==> src/rtl/clint_pkg.sv <==
// ---------------------------------------------------------------------------
// clint_pkg
// Shared definitions for the CLINT register-port arbiter slice.
//   - Register window base offsets (MSIP, MTIMECMP, MTIME).
//   - Request/response record types for one register access.
//   - addr_legal(): address/permission decode used by the arbiter top.
// ---------------------------------------------------------------------------
package clint_pkg;

  localparam logic [15:0] MSIP_BASE     = 16'h0000;
  localparam logic [15:0] MTIMECMP_BASE = 16'h4000;
  localparam logic [15:0] MTIME_BASE    = 16'hBFF8;

  typedef struct packed {
    logic [15:0] addr;
    logic        we;
    logic [63:0] wdata;
  } clint_reg_req_t;

  typedef struct packed {
    logic [63:0] rdata;
    logic        err;
  } clint_reg_rsp_t;

  // An access is legal when it hits an aligned MSIP word, an aligned
  // MTIMECMP doubleword, or MTIME itself. Writing MTIME additionally needs
  // the requester's write permission; reading it is always allowed.
  // Window checks use offset-from-base so an unsigned subtraction that
  // underflows lands far outside the window and simply fails the compare.
  function automatic logic addr_legal(input logic [15:0] addr,
                                      input logic        we,
                                      input logic        wr_allowed,
                                      input int unsigned nr_cores);
    int unsigned a;
    logic        ok;
    a  = 32'(addr);
    ok = 1'b0;
    if (((a - 32'(MSIP_BASE)) < (32'd4 * nr_cores)) && (addr[1:0] == 2'b00)) begin
      ok = 1'b1;
    end else if ((a >= 32'(MTIMECMP_BASE)) &&
                 ((a - 32'(MTIMECMP_BASE)) < (32'd8 * nr_cores)) &&
                 (addr[2:0] == 3'b000)) begin
      ok = 1'b1;
    end else if (addr == MTIME_BASE) begin
      ok = !we || wr_allowed;
    end
    return ok;
  endfunction

endpackage

==> src/rtl/clint_rr_arb.sv <==
// ---------------------------------------------------------------------------
// clint_rr_arb
// Round-robin arbiter owning the rotating priority pointer.
//   clk_i   in   clock
//   rst_ni  in   asynchronous reset, active low (pointer -> 0)
//   req_i   in   [N]     request vector
//   gnt_o   out  [N]     one-hot grant, combinational from req_i and pointer
//   idx_o   out  [IDXW]  index of the granted port (0 when nothing granted)
// The winner is the first requester at or after the pointer, wrapping.
// After a grant the pointer moves to the slot just past the winner; it
// holds when nothing is granted. With N==1 the pointer stays at 0 and the
// grant is simply the request.
// ---------------------------------------------------------------------------
module clint_rr_arb #(
  parameter  int unsigned N    = 2,
  localparam int unsigned IDXW = (N > 1) ? $clog2(N) : 1
) (
  input  logic            clk_i,
  input  logic            rst_ni,
  input  logic [N-1:0]    req_i,
  output logic [N-1:0]    gnt_o,
  output logic [IDXW-1:0] idx_o
);

  localparam logic [IDXW-1:0] LAST = IDXW'(N - 1);
  localparam logic [IDXW-1:0] ONE  = IDXW'(1);

  logic [IDXW-1:0] r_ptr;
  logic [IDXW-1:0] w_idx;
  logic            w_any;
  logic [N-1:0]    w_gnt;

  // Two descending passes: the first finds the lowest requester below the
  // pointer (wrap-around candidates), the second overrides it with the
  // lowest requester at or above the pointer, which has higher priority.
  always_comb begin
    w_idx = '0;
    w_any = 1'b0;
    for (int k = N - 1; k >= 0; k--) begin
      if (req_i[k] && (IDXW'(k) < r_ptr)) begin
        w_idx = IDXW'(k);
        w_any = 1'b1;
      end
    end
    for (int k = N - 1; k >= 0; k--) begin
      if (req_i[k] && (IDXW'(k) >= r_ptr)) begin
        w_idx = IDXW'(k);
        w_any = 1'b1;
      end
    end
  end

  always_comb begin
    w_gnt = '0;
    for (int k = 0; k < N; k++) begin
      w_gnt[k] = w_any && (w_idx == IDXW'(k));
    end
  end

  always_ff @(posedge clk_i or negedge rst_ni) begin
    if (!rst_ni) begin
      r_ptr <= '0;
    end else if (w_any) begin
      r_ptr <= (w_idx == LAST) ? '0 : w_idx + ONE;
    end
  end

  assign gnt_o = w_gnt;
  assign idx_o = w_idx;

endmodule

==> src/rtl/clint_reg_arbiter.sv <==
// ---------------------------------------------------------------------------
// clint_reg_arbiter
// Shares the single CLINT register port between NR_PORTS requesters.
//   clk_i, rst_ni           clock, asynchronous active-low reset
//   req_i/addr_i/we_i/wdata_i  per-port request bus (held until granted)
//   gnt_o                   one-hot grant in the accept cycle
//   rvalid_o/rdata_o/err_o  per-port response, one cycle after the grant
//   en_o/we_o/addr_o/wdata_o  CLINT register port, driven in the grant cycle
//   rdata_i                 CLINT read data, combinational from en_o/addr_o
// Illegal accesses still win their round-robin slot but never enable the
// CLINT port; they are answered locally with err=1 and rdata=0.
// ---------------------------------------------------------------------------
module clint_reg_arbiter
  import clint_pkg::*;
#(
  parameter int unsigned         NR_PORTS      = 2,
  parameter int unsigned         NR_CORES      = 1,
  parameter logic [NR_PORTS-1:0] MTIME_WR_MASK = '1
) (
  input  logic                      clk_i,
  input  logic                      rst_ni,
  input  logic [NR_PORTS-1:0]       req_i,
  input  logic [NR_PORTS-1:0][15:0] addr_i,
  input  logic [NR_PORTS-1:0]       we_i,
  input  logic [NR_PORTS-1:0][63:0] wdata_i,
  output logic [NR_PORTS-1:0]       gnt_o,
  output logic [NR_PORTS-1:0]       rvalid_o,
  output logic [NR_PORTS-1:0][63:0] rdata_o,
  output logic [NR_PORTS-1:0]       err_o,
  output logic                      en_o,
  output logic                      we_o,
  output logic [15:0]               addr_o,
  output logic [63:0]               wdata_o,
  input  logic [63:0]               rdata_i
);

  localparam int unsigned IDXW = (NR_PORTS > 1) ? $clog2(NR_PORTS) : 1;

  logic [NR_PORTS-1:0]                 w_gnt;
  logic [IDXW-1:0]                     w_idx;
  logic                                w_any;
  clint_reg_req_t                      w_req;
  logic                                w_legal;
  logic                                w_en;
  logic [NR_PORTS-1:0]                 r_rvalid;
  clint_reg_rsp_t [NR_PORTS-1:0]       r_rsp;

  clint_rr_arb #(.N(NR_PORTS)) u_arb (
    .clk_i  (clk_i),
    .rst_ni (rst_ni),
    .req_i  (req_i),
    .gnt_o  (w_gnt),
    .idx_o  (w_idx)
  );

  assign w_any = |w_gnt;

  always_comb begin
    w_req.addr  = addr_i[w_idx];
    w_req.we    = we_i[w_idx];
    w_req.wdata = wdata_i[w_idx];
  end

  assign w_legal = addr_legal(w_req.addr, w_req.we, MTIME_WR_MASK[w_idx], NR_CORES);
  assign w_en    = w_any && w_legal;

  // The CLINT side is fully zeroed on illegal or idle cycles so a rejected
  // access leaves no trace on the shared port.
  assign gnt_o   = w_gnt;
  assign en_o    = w_en;
  assign we_o    = w_en && w_req.we;
  assign addr_o  = w_en ? w_req.addr  : '0;
  assign wdata_o = w_en ? w_req.wdata : '0;

  // Response stage: only the port granted last cycle sees anything; read
  // data is captured from the CLINT in the grant cycle itself.
  always_ff @(posedge clk_i or negedge rst_ni) begin
    if (!rst_ni) begin
      r_rvalid <= '0;
      r_rsp    <= '0;
    end else begin
      r_rvalid <= w_gnt;
      for (int k = 0; k < NR_PORTS; k++) begin
        r_rsp[k].err   <= w_gnt[k] && !w_legal;
        r_rsp[k].rdata <= (w_gnt[k] && w_legal && !w_req.we) ? rdata_i : '0;
      end
    end
  end

  always_comb begin
    for (int k = 0; k < NR_PORTS; k++) begin
      rdata_o[k] = r_rsp[k].rdata;
      err_o[k]   = r_rsp[k].err;
    end
  end

  assign rvalid_o = r_rvalid;

endmodule

==> config.mk <==
export PLATFORM = sky130hd
export DESIGN_NAME = clint_reg_arbiter
export DESIGN_NICKNAME = d
export VERILOG_FILES = /design/src/rtl/clint_pkg.sv /design/src/rtl/clint_rr_arb.sv /design/src/rtl/clint_reg_arbiter.sv
export SDC_FILE = /design/constraint.sdc
export NUM_CORES = 1
export LEC_CHECK = 0
export CORE_AREA = 2 2 176 178
export DETAILED_ROUTE_END_ITERATION = 10
export DIE_AREA = 0 0 178 180
export DONT_BUFFER_PORTS = 1
export PLACE_DENSITY = 0.34
export SYNTH_ARGS = -nofsm -noshare
export SYNTH_HDL_FRONTEND = slang
export SYNTH_SLANG_ARGS = --single-unit
export TNS_END_PERCENT = 1
==> constraint.sdc <==
create_clock -name clk_i -period 1.75 [get_ports clk_i]
set_input_delay 0.175 -clock clk_i [delete_from_list [all_inputs] [get_ports clk_i]]
set_output_delay 0.175 -clock clk_i [all_outputs]
set_load 0.05 [all_outputs]
# [After elaboration in Yosys (flattened, before gate mapping)]
# Cells that the tools add are included.
[op_classes] addsub=2 magnitude_cmp=8 eq_ne=1 n_mux=22 bitwise=1 reduce_logical=23
[ops] op="two-way mux 64 bit" count=5
[ops] op="two-way mux 16 bit" count=3
[ops] op="< comparator 32 x 4 -> 1 bit, second input constant" count=1
[ops] op="logical AND 1 bit" count=17
[ops] op="subtractor 16 x 15 -> 17 bit, second input constant" count=1
[ops] op="equality test 16 bit, second input constant" count=1
[ops] op="greater-or-equal comparator 16 x 15 -> 1 bit, second input constant" count=1
[ops] op="< comparator 16 x 3 -> 1 bit, second input constant" count=1
[ops] op="two-way mux 1 bit" count=14
[ops] op="zero test 3 bit" count=1
[ops] op="greater-or-equal comparator 1 bit, first input constant" count=2
[ops] op="zero test 1 bit" count=2
[ops] op="zero test 2 bit" count=1
[ops] op="< comparator 1 bit, first input constant" count=2
[ops] op="< comparator 1 x 2 -> 1 bit, second input constant" count=1
[ops] op="OR reduction 2 bit" count=1
[ops] op="adder 1 bit, second input constant" count=1
[ops] op="logical OR 1 bit" count=1
[ops] op="NOT 1 bit" count=1
[totals] reg_bits=133 inputBits=230 out_inout_bits=216 word_cells=63

# [Longest topological paths before layout]
[logic_depth] ltp_word=17 depth_mapped=7 depth_no_buf=5

# [Cells and area by module]
# From an unflattened synthesis, not the netlist that was laid out.
[hier_totals] hier_cells=665 area_unflattened_um2=6796.5
[modules_own_cells] mod="clint_reg_arbiter" instances=1 cells_each=658 area_per_inst_um2=6735.2 seq_area_each_um2=3303.2
[modules_own_cells] mod="clint_rr_arb" instances=1 cells_each=7 area_per_inst_um2=61.3 seq_area_each_um2=25.0

# [Least setup slack after synthesis]
# No wires, ideal clock.
[synth_path] kind="reg-to-output" start="register u_arb.r_ptr" end="output wdata_o[54]" t_arrival_ns=2.327 required_ns=1.575 slack_ns=-0.752 stages_incl_launch_ff=8 cell_sequence="dfrtp_1 > nand2b_1 > nand2_1 > inv_1 > o211ai_2 > buf_2 > buf_6 > a21oi_1"
[synth_via] word_cells_on_any_way=42 classes_between="add/sub (1); order compare (7); eq/ne (1); mux (17); bitwise (1); reduce/logical (15)"
[synth_rtl] element="start: declaration" line_no="clint_rr_arb.sv:28" source="logic [IDXW-1:0] r_ptr;"
[synth_rtl] element="start signal: assignment" line_no="clint_rr_arb.sv:64" source="r_ptr <= (w_idx == LAST) ? '0 : w_idx + ONE;"
[synth_rtl] element="< comparator 1 bit" line_no="clint_rr_arb.sv:40" source="if (req_i[k] && (IDXW'(k) < r_ptr)) begin"
[synth_rtl] element="logical AND 1 bit" line_no="clint_rr_arb.sv:40"
[synth_rtl] element="two-way mux 1 bit (2 in series)" line_no="clint_rr_arb.sv:40"
[synth_rtl] element="two-way mux 1 bit (2 in series)" line_no="clint_rr_arb.sv:46" source="if (req_i[k] && (IDXW'(k) >= r_ptr)) begin"
[synth_rtl] element="logical AND 1 bit (*)" line_no="clint_rr_arb.sv:56" source="w_gnt[k] = w_any && (w_idx == IDXW'(k));"
[synth_rtl] element="net gnt_o[1]" line_no="clint_reg_arbiter.sv:26" source="output logic [NR_PORTS-1:0] gnt_o,"
[synth_rtl] element="OR reduction 2 bit (*)" line_no="clint_reg_arbiter.sv:56" source="assign w_any = |w_gnt;"
[synth_rtl] element="logical AND 1 bit (*)" line_no="clint_reg_arbiter.sv:65" source="assign w_en = w_any && w_legal;"
[synth_rtl] element="two-way mux 64 bit (*)" line_no="clint_reg_arbiter.sv:73" source="assign wdata_o = w_en ? w_req.wdata : '0;"
[synth_rtl] element="end: declaration" line_no="clint_reg_arbiter.sv:33" source="output logic [63:0] wdata_o,"
# The timed path passes the listed nets; every way through them passes the cells marked *. The select of a mux whose other input is x is not followed.

# [Worst setup path after layout]
[layout_path] start="register u_arb.r_ptr" end="output wdata_o[47]"
[layout_via] elab_chain_cells=16 word_cells_on_any_way=42 classes_between="add/sub (1); order compare (7); eq/ne (1); mux (17); bitwise (1); reduce/logical (15)"
[layout_rtl] element="< comparator 1 bit" line_no="clint_rr_arb.sv:40"
[layout_rtl] element="logical AND 1 bit" line_no="clint_rr_arb.sv:40"
[layout_rtl] element="two-way mux 1 bit (2 in series)" line_no="clint_rr_arb.sv:40"
[layout_rtl] element="two-way mux 1 bit (2 in series)" line_no="clint_rr_arb.sv:46"
[layout_rtl] element="two-way mux 16 bit (not written as such) (2 in series)" line_no="clint_reg_arbiter.sv:59" source="w_req.addr = addr_i[w_idx];"
[layout_rtl] element="subtractor 16 x 15 -> 17 bit" line_no="clint_pkg.sv:41" source="((a - 32'(MTIMECMP_BASE)) < (32'd8 * nr_cores)) &&"
[layout_rtl] element="< comparator 32 x 4 -> 1 bit" line_no="clint_pkg.sv:41"
[layout_rtl] element="logical AND 1 bit" line_no="clint_pkg.sv:40" source="end else if ((a >= 32'(MTIMECMP_BASE)) &&"
[layout_rtl] element="logical AND 1 bit" line_no="clint_pkg.sv:41"
[layout_rtl] element="two-way mux 1 bit" line_no="clint_pkg.sv:40"
[layout_rtl] element="two-way mux 1 bit" line_no="clint_pkg.sv:38" source="if (((a - 32'(MSIP_BASE)) < (32'd4 * nr_cores)) && (addr[1:0] == 2'b00)) begin"
[layout_rtl] element="logical AND 1 bit" line_no="clint_reg_arbiter.sv:65"
[layout_rtl] element="two-way mux 64 bit (*)" line_no="clint_reg_arbiter.sv:73"
# Every way passes the cells marked *; elsewhere a longest branch is shown, timed or not. The select of a mux whose other input is x is not followed.

==> metrics.cfg <==
[status]
status=finished, violations left
violations=negative hold slack, negative setup slack

[setup_path]
critPathMaxFanout=6
required_ps=1570
critPathBufInv=3
slowest_delay_ps=390
arrival_ps=1970
worstSetupPathType=flop to output pin
r2r_slack_ps=-110
path_cells=nand2b_4, nand2_8, bufbuf_16, buf_4, mux2i_4, a21oi_4, buf_12
crit_path_top_delay_cell=dfrtp_1
crit_family=buffers and inverters
worstSetupStartpointType=flop
endpoint_kind=output pin

[power]
comb_power_share_pct=10.9
leakagePower_nw=4.59
p_int_w=0.00591
p_switching_w=0.00180
clkPwrFrac_pct=48.5
swShare_pct=23.3
power.density_mw_per_mm2=706
ir_drop_mv=0.547
seq_power_share_pct=40.6

[clock_tree]
htreeDepth=4
ctsHoldBuffers=66
max-clock-path-buffers=2
cts_buffers=17
cts.sinks=133
clkLatencyLatePin_ps=410
cts-root-buf=clkbuf_16
cts_tree=yes
clk_pin_slew_ps=60

[synthesis]
postSynthCellCount=562
synthArstFlopShare_pct=100
synth_ff_type=dfrtp_1
yosys_warnings=0
ys_types=26
synth_area_per_cell_um2=11.1
ys_seq_area_share_pct=53.4
synth_enable_flop_cells=0
ys_ff_latch=133
synthesis.area_mm2=0.00623

[global_routing]
grt_antenna_before_repair=3
grt_overflow=0
groute.layer.met1.usage_pct=15.0
grt_usage_pct=15.2
grt.met2_usage_pct=29.2
top_usage_layer=met2
grt_pass1_vias=5549
met3_usage_pct=4.42
grt_pass1_wl_mm=36.0
grt_max_degree=134

[sta]
tightestPinTransition_ps=1080
whs_ps=-545
setup_slack_ps=-393
fin_crit_ps=2140
hold_violations=197
relSlewSlack_pct=28.3
setup_viol=122
rsz0062_at_grt=true
clock.fmax_mhz=467
min_period_over_period_pct=122
report.final.slew_viol_count=0
finalClockSkew_ps=7.78

[floorplanning]
fp.coreArea_mm2=0.0302
initial_core_util_pct=20.6
die_height_um=180
io_pins=446
dieArea_mm2=0.0320
rows=64
die_w_um=178

[layout]
layout.cells.most_common=dfrtp_1
areaGrowthSynthToFinish_pct=75.1
drive_gt1_share_pct=42.9
final_area_mm2=0.0109
nNetsFinal=940
most-common-layout-cells=dfrtp_1, buf_12, inv_1, dlygate4sd3_1, and2_1

[drt]
wl_per_cell_um=22.4
firstDrtPassIters=4
route.detailed.drc=0
wl_mm=25.2
vias=4981
drt_iter0_drc=195
vias_per_cell=4.44
antenna_left=0

[placement]
place_congestion=0.798
io_buffers=0
placed_area_mm2=0.00874
hpwlAfterDp_mm=18.1
dp_slack_ps=-80.9

[hold_path]
hp-class=primary input to async pin

[run]
cap_violations=0

==> Yosys cell counts, types with 2 or more instances <==
library cell | instances | area share (%)
a21oi_1 | 78 | 6.3
mux2i_1 | 67 | 11
clkbuf_2 | 6 | 0.48
inv_1 | 68 | 4.1
nand3b_1 | 2 | 0.24
nand2_1 | 6 | 0.36
buf_4 | 5 | 0.60
clkbuf_1 | 27 | 1.6
dfrtp_1 | 133 | 53
o211ai_1 | 2 | 0.24
nor4_2 | 52 | 10
nand4_1 | 4 | 0.40
nor3_1 | 2 | 0.16
nor4_1 | 20 | 2.0
and3_1 | 2 | 0.20
buf_2 | 14 | 1.1
and2_1 | 65 | 6.5
==> final timing paths <==
check                                        startpoint  cells after the start                     end
max in group asynchronous                        rst_ni                      0    rdata_o[5]$_DFF_PN0_
min in group clk_i                              we_i[0]                      1   rdata_o[54]$_DFF_PN0_
worst min-delay path                             rst_ni                      0  rdata_o[126]$_DFF_PN0_
worst max register to register  u_arb.r_ptr$_DFFE_PN0P_                      6   rdata_o[10]$_DFF_PN0_
worst min register to register  u_arb.r_ptr$_DFFE_PN0P_                      4   rvalid_o[0]$_DFF_PN0_
worst max-delay path            u_arb.r_ptr$_DFFE_PN0P_                      7             wdata_o[47]
==> state kept, by name, summed over array words and instances, names as in the netlist <==
name and cells:
rdata_o 128, err_o 2, rvalid_o 2, u_arb.r_ptr 1
==> power by group through the flow <==
| stage | logic (W) | clock network [W] | registers [W] |
|---|---|---|---|
| global route | 0.000895 | 0.00396 | 0.00312 |
| CTS | 0.000820 | 0.00382 | 0.00313 |
| floorplan | 0.000417 | 0 | 0.00318 |
| finish | 0.000841 | 0.00374 | 0.00313 |
| detailed placement | 0.000527 | 0 | 0.00318 |
| global placement | 0.000523 | 0 | 0.00318 |
==> repair_timing <==
item / CTS / global route
gates cloned: 4 / 2
pin swaps: 6 / 0
hold endpoints to repair: 262 / 197
buffers inserted: 6 / 0
gates resized for setup: 84 / 30
endpoints found under the setup margin: 82 / 144
==> logic make-up after synthesis <==
logic type	share of synthesized area (%)
DFF	53.4
and+or+nand+nor	20.5
buffers and inverters	8.17
other	0.0602
AOI/OAI and AO/OA	7.11
muxes	10.8
==> metal layers <==
metal | up-vias | wire [um]
met2 | 253 | 14200
met1 | 2496 | 8360
met5 | - | 0
met4 | 0 | 664
li1 | 2201 | -
met3 | 31 | 1960
==> area by class of cell <==
class	count	area (um2)
multi-input cells	309	3400
diodes	3	7.51
inverters	68	255
repair buffers	181	2800
clock inverters	12	176
flip-flops and latches	133	3330
clock buffers	20	447
well taps	396	495
fillers	2959	19300
==> metrics by stage <==
stage,total power (W),instances,TNS (ps),utilization [%]
3_5_place_dp,0.00371,1009,-1340,29.0
3_3_place_gp,0.00370,1009,-1720,29.0
4_1_cts,0.00777,1117,-30440,35.4
6_report,0.00771,1122,-28380,36.1
2_1_floorplan,0.00359,564,-38000,-
5_1_grt,0.00798,1121,-41060,36.1
Power figures use the tool's default switching activity.
